$ cat config.mk
export PLATFORM = sky130hd
export DESIGN_NAME = input_fifo
export DESIGN_NICKNAME = d
export VERILOG_FILES = /design/src/rtl/input_fifo.sv
export SDC_FILE = /design/constraint.sdc
export NUM_CORES = 1
export LEC_CHECK = 0
export BUFFER_PORTS_ARGS = -buffer_cell sky130_fd_sc_hd__buf_2
export CAP_MARGIN = 20
export CELL_PAD_IN_SITES_DETAIL_PLACEMENT = 0
export CELL_PAD_IN_SITES_GLOBAL_PLACEMENT = 1
export CORE_MARGIN = 2
export CORE_UTILIZATION = 38
export DETAILED_ROUTE_END_ITERATION = 12
export GPL_ROUTABILITY_DRIVEN = 0
export PLACE_DENSITY_LB_ADDON = 0.1
export SLEW_MARGIN = 30
export SYNTH_ARGS = -nofsm -noshare
export SYNTH_HDL_FRONTEND = slang
export SYNTH_SLANG_ARGS = --single-unit
$ cat constraint.sdc
create_clock -name clk -period 3.3 [get_ports clk]
set_clock_uncertainty 0.15 [all_clocks]
set_input_delay 0.825 -clock clk [delete_from_list [all_inputs] [get_ports clk]]
set_output_delay 0.825 -clock clk [all_outputs]
set_load 0.01 [all_outputs]
$ cat src/rtl/input_fifo.sv
// First-word-fall-through flit FIFO with extra-MSB pointers for full/empty detection.
// Optional sticky overflow/underflow flag when INPUT_FIFO_ERR_FLAG_EN is defined.
module input_fifo #(
    parameter int DATA_WIDTH = 32,
    parameter int FIFO_DEPTH = 4
) (
    input  logic                  clk,
    input  logic                  rst,
    input  logic [DATA_WIDTH-1:0] data_in,
    input  logic                  valid_in,
    output logic                  ready_out,
    input  logic                  rd_en,
    output logic [DATA_WIDTH-1:0] data_out,
    output logic [2:0]            flit_id,
    output logic                  empty
`ifdef INPUT_FIFO_ERR_FLAG_EN
    ,
    output logic                  err
`endif
);
    localparam int AW = $clog2(FIFO_DEPTH);

    logic [AW:0]           wr_ptr, rd_ptr;
    logic [DATA_WIDTH-1:0] mem [FIFO_DEPTH];
    logic                  full, wr_fire, rd_fire;

    // Same index with differing wrap bit means every slot is occupied.
    assign empty     = (wr_ptr == rd_ptr);
    assign full      = (wr_ptr[AW] != rd_ptr[AW]) && (wr_ptr[AW-1:0] == rd_ptr[AW-1:0]);
    assign ready_out = ~full;
    assign wr_fire   = valid_in & ~full;
    assign rd_fire   = rd_en & ~empty;

    always_ff @(posedge clk or posedge rst) begin
        if (rst) begin
            wr_ptr <= '0;
            rd_ptr <= '0;
        end else begin
            if (wr_fire) wr_ptr <= wr_ptr + (AW+1)'(1);
            if (rd_fire) rd_ptr <= rd_ptr + (AW+1)'(1);
        end
    end

    // Storage is not reset; stale entries are unreachable once the pointers clear.
    always_ff @(posedge clk) begin
        if (wr_fire) mem[wr_ptr[AW-1:0]] <= data_in;
    end

    assign data_out = mem[rd_ptr[AW-1:0]];
    assign flit_id  = data_out[DATA_WIDTH-1 -: 3];

`ifdef INPUT_FIFO_ERR_FLAG_EN
    always_ff @(posedge clk or posedge rst) begin
        if (rst) err <= 1'b0;
        else     err <= err | (valid_in & full) | (rd_en & empty);
    end
`endif

endmodule
# Yosys cells after proc, flatten, opt, wreduce, memory -nomap -nowiden
# Memories as Yosys holds them, arrays and structs flattened.
# Cells that the tools add are included.
# totals
register_bits	6
ram_bits	128
input_bits	36
output_inout_bits	37
elab_cells	15
n_memories	1
# op_classes
addsub	2
n_eq_ne	3
mux	2
n_bitwise	4
reduce_logical	1
# mem_list
name	words	word_bits	rd	rd_clocked_by_memory_dff	write_ports	line_no	text
mem	4	32	1	0	1	24	logic [DATA_WIDTH-1:0] mem [FIFO_DEPTH];
# ops
operator	count
3-bit by 1-bit adder with 3-bit output (second input constant)	2
3-bit equality test	1
1-bit AND	2
2-bit equality test	1
1-bit two-way mux	2
1-bit NOT	2
1-bit logical AND	1
1-bit != test	1

# Longest topological paths before layout
# Gate-level depths: netlist of the first run.
# depth
depth_word	6
mapped_depth	5

# Least setup slack after synthesis of the first run
# No wires, ideal clock.
# synth_path
path_type	input to register
from	input port valid_in
to	memory mem[3][0], enable pin
t_arrival_ns	1.940
required_ns	2.744
path_slack_ns	0.805
path_stages	2
path_buffers	0
cell_sequence	nand2_1 a31oi_2
# synth_between
elab_chain_cells	3
# synth_rtl
element	line_no	text
from (decl)	10	input logic valid_in,
1-bit AND	31	assign wr_fire = valid_in & ~full;
1-bit two-way mux	46	if (wr_fire) mem[wr_ptr[AW-1:0]] <= data_in;
1-bit two-way mux (not written as such)	46	
to (decl)	24	
# No other way between the ends.

# Final worst setup path of the first run
# layout_path
from	register rd_ptr[1]
to	output port data_out[23]
# layout_between
elab_chain_cells	1
# layout_rtl
element	line_no	text
from (decl)	23	logic [AW:0] wr_ptr, rd_ptr;
from (signal assigned)	40	if (rd_fire) rd_ptr <= rd_ptr + (AW+1)'(1);
memory 4 x 32 bit	n/a	
to (decl)	13	output logic [DATA_WIDTH-1:0] data_out,
# No other way between the ends.

==> metrics.md, run 1 <==
| Metric | Value |
|---|---|
| Cell leakage power | `around 2.2 nW` |
| First-pass GRT wire length | `between 10 and 15 mm` |
| Routed Antenna Nets | `0` |
| Root Buffer | `clkbuf_16` |
| Cell taking the most area after synthesis | `edfxtp_1` |
| Ranking of synthesized cells by area | `edfxtp_1 74%, mux4_2 8.7%, mux4_1 6.1%` |
| Tot Pwr | `between 5 and 6 mW` |
| PD cells | `around 940 mW/mm^2` |
| TritonCTS buffer count | `17` |
| Die width | `around 120 um` |
| Flops & latches, synth | `about 130` |
| Max Root-Sink Buffers | `2` |
| Distinct cells, synth | `26` |
| Drt first pass iters | `4` |
| Crit end category | `output port` |
| Slew Limit Headroom | `about three fifths` |
| Min-Delay Path Class | `input pin to async pin` |
| Cell area after layout | `approximately 0.0064 mm^2` |
| Max-cap check violation count | `0` |
| Post-DP HPWL | `about 5.7 mm` |
| Max-slew violations | `0` |
| Reg2reg setup slack | `roughly 1.0 ns` |
| Total setup buffers inserted after CTS | `0` |
| IO Pins | `between 70 and 80` |
| Fin. Hold Viols | `0` |
| Sink Count | `roughly 130` |
| Num rows | `42` |
| Mapped Nets | `260` |
| Critical path arrival | `around 1.9 ns` |
| Clock latency on the worst-skew pair | `0.41 ns` |
| Final Critical Period | `roughly 2.9 ns` |
| Unrepaired setup endpoints after global routing | `no` |
| Full die area | `about 0.015 mm^2` |
| Clock transition at the registers of the reported paths | `about 0.050 ns` |
| Nets | `approximately 350` |
| WL final | `9.01 mm` |
| Req. time, crit path | `around 2.3 ns` |
| Worst-Margin Slew | `about 0.60 ns` |
| Pin count of the biggest net entering global routing | `25` |
| Mapped Cells | `between 200 and 250` |
| Max VDD drop | `0.000431 V` |
| Initial antenna violation count | `0` |
| CTS tree | `built` |
| Synth-to-layout area growth | `22.5%` |
| Diode count | `0` |
| Max frequency | `approximately 340 MHz` |
| Input/output buffers | `just over 70` |
| All-layer global routing usage | `a little over an eighth` |
| Resized cells post-CTS | `0` |
| Final setup vio count | `0` |
| Area of the core | `about 0.013 mm^2` |
| Crit path max fanout | `24` |
| DR vias | `around 2,400` |
| R2R depth | `4` |
| Die height | `around 120 um` |
| Starting density of the core | `approximately two fifths` |
| Gr ovfl total | `0` |
| Post-Syn Area | `0.00518 mm^2` |
| Outcome | `finished, final reports clean` |
| Tcrit/Tclk final | `between 80% and 90%` |
| Startpoint types | `flop` |
| Setup_tns | `0 ns` |
| Post-synthesis sequential area ratio | `just under 80%` |
| YS warnings | `0` |
| Average cell area after synthesis | `23.7 um^2` |
| Share of cells above drive strength 1 | `roughly 43%` |
| Worst setup path class | `flop to output port` |
| Vias in the first global route | `about 2,500` |
| # H-tree levels | `4` |
| Synth top area share | `74.2%` |
| Vias per cell | `around 4.9` |
| Routed len/inst | `18.0 um` |
| Post-CTS Hold Fix Bufs | `0` |
| Final core utilization | `a little under half` |
| DRC | `0` |
| Dpl cell area | `0.00578 mm^2` |
| DR iter-0 viols | `157` |
synthesized netlist by cell type (all sizes together):
master / instances
o31ai: 3
a21o: 1
buf: 11
nand2: 1
xnor2: 5
o31a: 1
mux4: 32
nand3: 2
dfrtp: 6
a31oi: 2
xor2: 4
a21oi: 4
ha: 5
nor2: 1
nand2b: 2
a211oi: 2
inv: 4
nor3: 1
and2: 4
edfxtp: 128
state kept, by name, indices dropped and copies added, names as in the netlist:
name / flops
mem: 128
rd_ptr: 3
wr_ptr: 3
kinds of logic after synthesis:
kind of cell | Yosys count | synth area share, %
buffers and inverters | 15 | 2.03
adders and majority gates | 5 | 1.21
AOI/OAI and AO/OA | 13 | 1.81
xor gates and xnor gates | 9 | 1.96
and+or+nand+nor | 11 | 1.16
DFF | 134 | 77.1
muxes | 32 | 14.8
layer usage:
| layer | up-vias | GRT usage [%] | routed length [um] |
|---|---|---|---|
| met1 | 1247 | 16.1 | 3760 |
| met5 | - | 0 | 0 |
| met3 | 16 | 4.86 | 487 |
| li1 | 1106 | - | - |
| met2 | 57 | 21.3 | 4560 |
| met4 | 0 | 7.63 | 204 |
final timing paths:
kind / start / endpoint
worst max register to register: rd_ptr[1] / mem[0][2]
max in group asynchronous: rst / rd_ptr[0]
worst min register to register: wr_ptr[2] / wr_ptr[2]
worst max-delay path: rd_ptr[1] / data_out[23]
min in group clk: wr_ptr[2] / wr_ptr[2]
worst min-delay path: rst / rd_ptr[2]
metrics by stage:
step           setup WS [ns]  std cells  hold slack (ns)
6_report               0.383        500            0.187
5_1_grt                0.272        500            0.201
4_1_cts                0.310        500            0.177
3_5_place_dp           0.761        468            0.443
3_3_place_gp           0.772        468            0.429
2_1_floorplan          0.805        219            0.394
where the power goes:
part | internal, mW | switching, mW | leakage (nW)
logic | 0.799 | 0.934 | 0.729
clock network | 1.17 | 0.646 | 0.277
registers | 2.27 | 0.151 | 1.24
total | 4.25 | 1.73 | 2.25
critical path, cell delays in order, from the launching register on:
cell and delay (ns):
dfrtp_2 0.75, buf_4 0.30, mux4_1 0.31, buf_2 0.16
cells in the final DEF, fill, tap and decap left out, types with 3 or more instances in the layout:
cell type  synthesis  final
clkbuf_1           0      4
a21oi_1            4      4
and2_2             0      3
clkinv_2           0      3
o31ai_1            3      3
mux4_2            20     20
xnor2_1            4      4
dfrtp_1            6      4
edfxtp_1         128    128
clkbuf_16          0     17
buf_2              3     72
buf_4              4     12
mux4_1            12     12
ha_1               5      5
clkinv_1           0      3
inv_1              4      4
bufinv_16          0      3
layout make-up:
cell class / count / area [um^2]
clock inverter: 11 / 133
timing repair buffer: 84 / 450
inverter: 4 / 15.0
sequential: 134 / 4000
tap: 176 / 220
fill: 1119 / 6940
clock buffer: 21 / 440
multi-input combinational: 70 / 1100
No activity file was read; power rests on OpenSTA's default activity.
==> inputs of run 2 (changes only) <==
--- a/config.mk
+++ b/config.mk
@@ -5,12 +5,14 @@
 export SDC_FILE = /design/constraint.sdc
 export NUM_CORES = 1
 export LEC_CHECK = 0
+export ABC_AREA = 1
 export BUFFER_PORTS_ARGS = -buffer_cell sky130_fd_sc_hd__buf_2
 export CAP_MARGIN = 20
 export CELL_PAD_IN_SITES_DETAIL_PLACEMENT = 0
 export CELL_PAD_IN_SITES_GLOBAL_PLACEMENT = 1
 export CORE_MARGIN = 2
 export CORE_UTILIZATION = 38
+export CTS_CLUSTER_SIZE = 25
 export DETAILED_ROUTE_END_ITERATION = 12
 export GPL_ROUTABILITY_DRIVEN = 0
 export PLACE_DENSITY_LB_ADDON = 0.1
==> run 2 against run 1 <==
  * Power up 9.2%
  * Die area up 0.24%
  * Sequential share of layout area down 1.1 points
  * Utilization up 0.81 points
  * Combinational power up 20%
  * Clock-buffer cell count down 3
  * Critical path depth up 1
  * Final area up 1.7%
  * Critical endpoint is now flit_id[2]
==> metrics.md, run 2 <==
| Metric | Value |
|---|---|
| First-pass GRT wire length | `16.3 mm (was 13.9 mm)` |
| Fin. Hold Viols | `0 (unchanged)` |
| All-layer global routing usage | `15.3% (was 13.5%)` |
| Post-synth top flop | `edfxtp_1 (unchanged)` |
| Vias in the first global route | `3,028 (was 2,496)` |
| Reg2reg setup slack | `0.82 ns (was 1.03 ns)` |
| Final Critical Period | `3.00 ns (was 2.92 ns)` |
| Clock transition at the registers of the reported paths | `0.06 ns (was 0.05 ns)` |
| Die width | `121 um (about the same)` |
| IO Pins | `73 (unchanged)` |
| Critical path arrival | `2.03 ns (was 1.94 ns)` |
| Drt first pass iters | `6 (was 4)` |
| Synth top area share | `74.0% (was 74.2%)` |
| Outcome | `finished, final reports clean (unchanged)` |
| Setup_tns | `0 ns (unchanged)` |
| Leading cell types in the layout, fill and taps excluded | `128 x edfxtp_1, 72 x buf_2, 64 x nor2_1, 64 x o21ai_0, 32 x o22ai_1 (was 128 x edfxtp_1, 72 x buf_2, 20 x mux4_2, 17 x clkbuf_16)` |
| Commonest cells in the synthesized netlist | `128 x edfxtp_1, 67 x nor2_1, 64 x o21ai_0 (was 128 x edfxtp_1, 20 x mux4_2, 12 x mux4_1)` |
| Sw Pwr | `2.15 mW (was 1.73 mW)` |
| Req. time, crit path | `2.32 ns (about the same)` |
| Diode count | `0 (unchanged)` |
| TritonCTS buffer count | `17 (unchanged)` |
| Synth-to-layout area growth | `24.3% (was 22.5%)` |
| Final Hold Slack | `0.180 ns (was 0.187 ns)` |
| Critical path's slowest cell | `buf_4 (was dfrtp_2)` |
| Mapped Nets | `414 (was 260)` |
| Input/output buffers | `72 (unchanged)` |
| Resized cells post-CTS | `0 (unchanged)` |
| Average cell area after synthesis | `13.9 um^2 (was 23.7 um^2)` |
| FILL cells | `1,182 (was 1,119)` |
| Unrepaired setup endpoints after global routing | `no (unchanged)` |
| Combinational power share | `31.8% (was 29.0%)` |
| R2R depth | `6 (was 4)` |
| Tot Pwr | `6.53 mW (was 5.98 mW)` |
| Ranking of synthesized cells by area | `edfxtp_1 74%, o21ai_0 6.2%, nor2_1 4.8% (was edfxtp_1 74%, mux4_2 8.7%, mux4_1 6.1%)` |
| R2R Path End | `mem[2][23] (was mem[0][2])` |
| Starting density of the core | `39.1% (was 39.0%)` |
| Sink Count | `134 (unchanged)` |
| Post-synthesis sequential area ratio | `76.9% (was 77.1%)` |
| Max VDD drop | `0.000422 V (was 0.000431 V)` |
| Vias per cell | `4.90 (was 4.85)` |
| Max Root-Sink Buffers | `2 (unchanged)` |
| Routed Antenna Nets | `0 (unchanged)` |
| Cell leakage power | `2.35 nW (was 2.25 nW)` |
| Max reg flops | `128 (unchanged)` |
| Post-DP HPWL | `6.15 mm (was 5.68 mm)` |
| Worst-Margin Slew | `0.722 ns (was 0.603 ns)` |
| Initial antenna violation count | `1 (was 0)` |
| Tcrit/Tclk final | `90.9% (was 88.4%)` |
| Post-Syn Area | `0.00519 mm^2 (was 0.00518 mm^2)` |
| Worst setup path class | `flop to output port (unchanged)` |
| Max frequency | `333 MHz (was 343 MHz)` |
| Crit path max fanout | `67 (was 24)` |
| Reg area | `0.00400 mm^2 (about the same)` |
| Num rows | `42 (unchanged)` |
| YS warnings | `0 (unchanged)` |
| Pin count of the biggest net entering global routing | `68 (was 25)` |
| Die height | `121 um (about the same)` |
| Area of the core | `0.0133 mm^2 (unchanged)` |
| Cell count after placement | `607 (was 468)` |
| Crit end category | `output port (unchanged)` |
| EDFF count, synth | `128 (unchanged)` |
| DRC | `0 (unchanged)` |
| DR vias | `3,128 (was 2,426)` |
| Crit path cell chain | `buf_4 -> o21ai_0 -> o22ai_1 -> buf_2 (was buf_4 -> mux4_1 -> buf_2)` |
| Internal power | `4.38 mW (was 4.25 mW)` |
| Gr ovfl total | `0 (unchanged)` |
| # H-tree levels | `4 (unchanged)` |
| Switching Share | `32.9% (was 28.9%)` |
| Startpoint types | `flop (unchanged)` |
| Total setup buffers inserted after CTS | `0 (unchanged)` |
| Area of the multi-input gates | `0.00106 mm^2 (was 0.00110 mm^2)` |
| Max-cap check violation count | `0 (unchanged)` |
| Max-slew violations | `0 (unchanged)` |
| Nets | `491 (was 352)` |
| Post-CTS Hold Fix Bufs | `0 (unchanged)` |
| Root Buffer | `clkbuf_16 (unchanged)` |
| Most frequent cell after synthesis | `edfxtp_1 (unchanged)` |
| Share of cells above drive strength 1 | `26.4% (was 42.9%)` |
| Min-Delay Path Class | `input pin to async pin (unchanged)` |
| Dpl cell area | `0.00580 mm^2 (was 0.00578 mm^2)` |
| Cell area after layout | `0.00646 mm^2 (was 0.00635 mm^2)` |
| WL final | `10.8 mm (was 9.01 mm)` |
| Asr flop ratio synth | `4.48% (unchanged)` |
| PD cells | `1010 mW/mm^2 (was 941 mW/mm^2)` |
| Flops & latches, synth | `134 (unchanged)` |
| Crit path largest cell delay | `0.57 ns (was 0.75 ns)` |
| Mapped Cells | `373 (was 219)` |
| CTS tree | `built (unchanged)` |
| Reg2Reg Launch Point | `rd_ptr[0] (was rd_ptr[1])` |
| Final setup vio count | `0 (unchanged)` |
| Distinct cells, synth | `21 (was 26)` |
| Cell taking the most area after synthesis | `edfxtp_1 (unchanged)` |
| Full die area | `0.0146 mm^2 (about the same)` |
| Slew Limit Headroom | `51.9% (was 59.8%)` |
| Commonest non-fill, non-tap cell in the layout | `edfxtp_1 (unchanged)` |
| Layout Cells excl Fill | `638 (was 500)` |
| Clock latency on the worst-skew pair | `0.41 ns (about the same)` |
| Seq pwr share | `36.2% (was 40.6%)` |
| Routed len/inst | `16.9 um (was 18.0 um)` |
| Clock share of power | `32.0% (was 30.4%)` |
| DR iter-0 viols | `191 (was 157)` |
## run 2: cell count changes after synthesis, moves of 4 or more
cell and change:
nand2_1 +21, clkbuf_1 +10, inv_1 +8, o21ai_0 +64, buf_2 +4, xnor2_1 -4
mux4_2 -20, and2_1 -4, a21oi_1 -4, nor2_1 +66, nand3_1 +4, o22ai_1 +32
mux4_1 -12
## run 2: worst max-delay path: cells and delay by family (launching register included)
family | cells | cell delay [ns]
flops | 1 | 0.36
buf+inv | 2 | 0.76
compound gates | 2 | 0.47
## run 2: power groups by stage
stage / clock, mW / sequential, mW / combinational (mW)
global placement: 0 / 2.40 / 2.12
global route: 2.19 / 2.39 / 2.31
floorplan: 0 / 2.40 / 1.31
detailed placement: 0 / 2.40 / 2.13
CTS: 2.12 / 2.37 / 2.13
finish: 2.09 / 2.37 / 2.08
## run 2: cells by family after synthesis
group,after synthesis,share of synthesized area [%]
xor gates and xnor gates,2,0.699
adders and majority gates,5,1.20
buffers and inverters,36,3.20
and+or+nand+nor,100,8.00
AOI/OAI and AO/OA,96,10.0
DFF,134,76.9
## run 2: how the worst max path moves through the flow
stage	start	to	slack, ns	depth (start not counted)
after floorplan	rd_ptr[0]	mem[1][0]	0.47	5
after global placement	rd_ptr[0]	flit_id[2]	0.67	4
after detailed placement	rd_ptr[0]	flit_id[2]	0.67	4
after CTS	rd_ptr[0]	flit_id[2]	0.23	4
after global routing	rd_ptr[0]	flit_id[2]	0.15	4
final	rd_ptr[0]	flit_id[2]	0.30	4
## run 2: routing by layer
| metal | global-route usage (%) | part of all wire [%] |
|---|---|---|
| met5 | 0 | 0.12 |
| met4 | 5.67 | 1.2 |
| met3 | 5.87 | 5.4 |
| met2 | 23.9 | 48 |
| met1 | 19.4 | 45 |
## run 2: area by class of cell
class                   count  share of cell area (%)
inverters                  13                   0.756
flip-flops and latches    134                    61.9
well taps                 176                    3.41
clock buffers              18                    6.64
repair buffers             81                    7.40
multi-input cells         203                    16.4
clock inverters            13                    3.56
## run 2: metrics by stage
stage / setup slack (ns) / utilization (%)
global route: 0.145 / 48.6
global placement: 0.674 / 43.6
floorplan: 0.473 / -
detailed placement: 0.673 / 43.6
CTS: 0.227 / 48.6
finish: 0.299 / 48.6
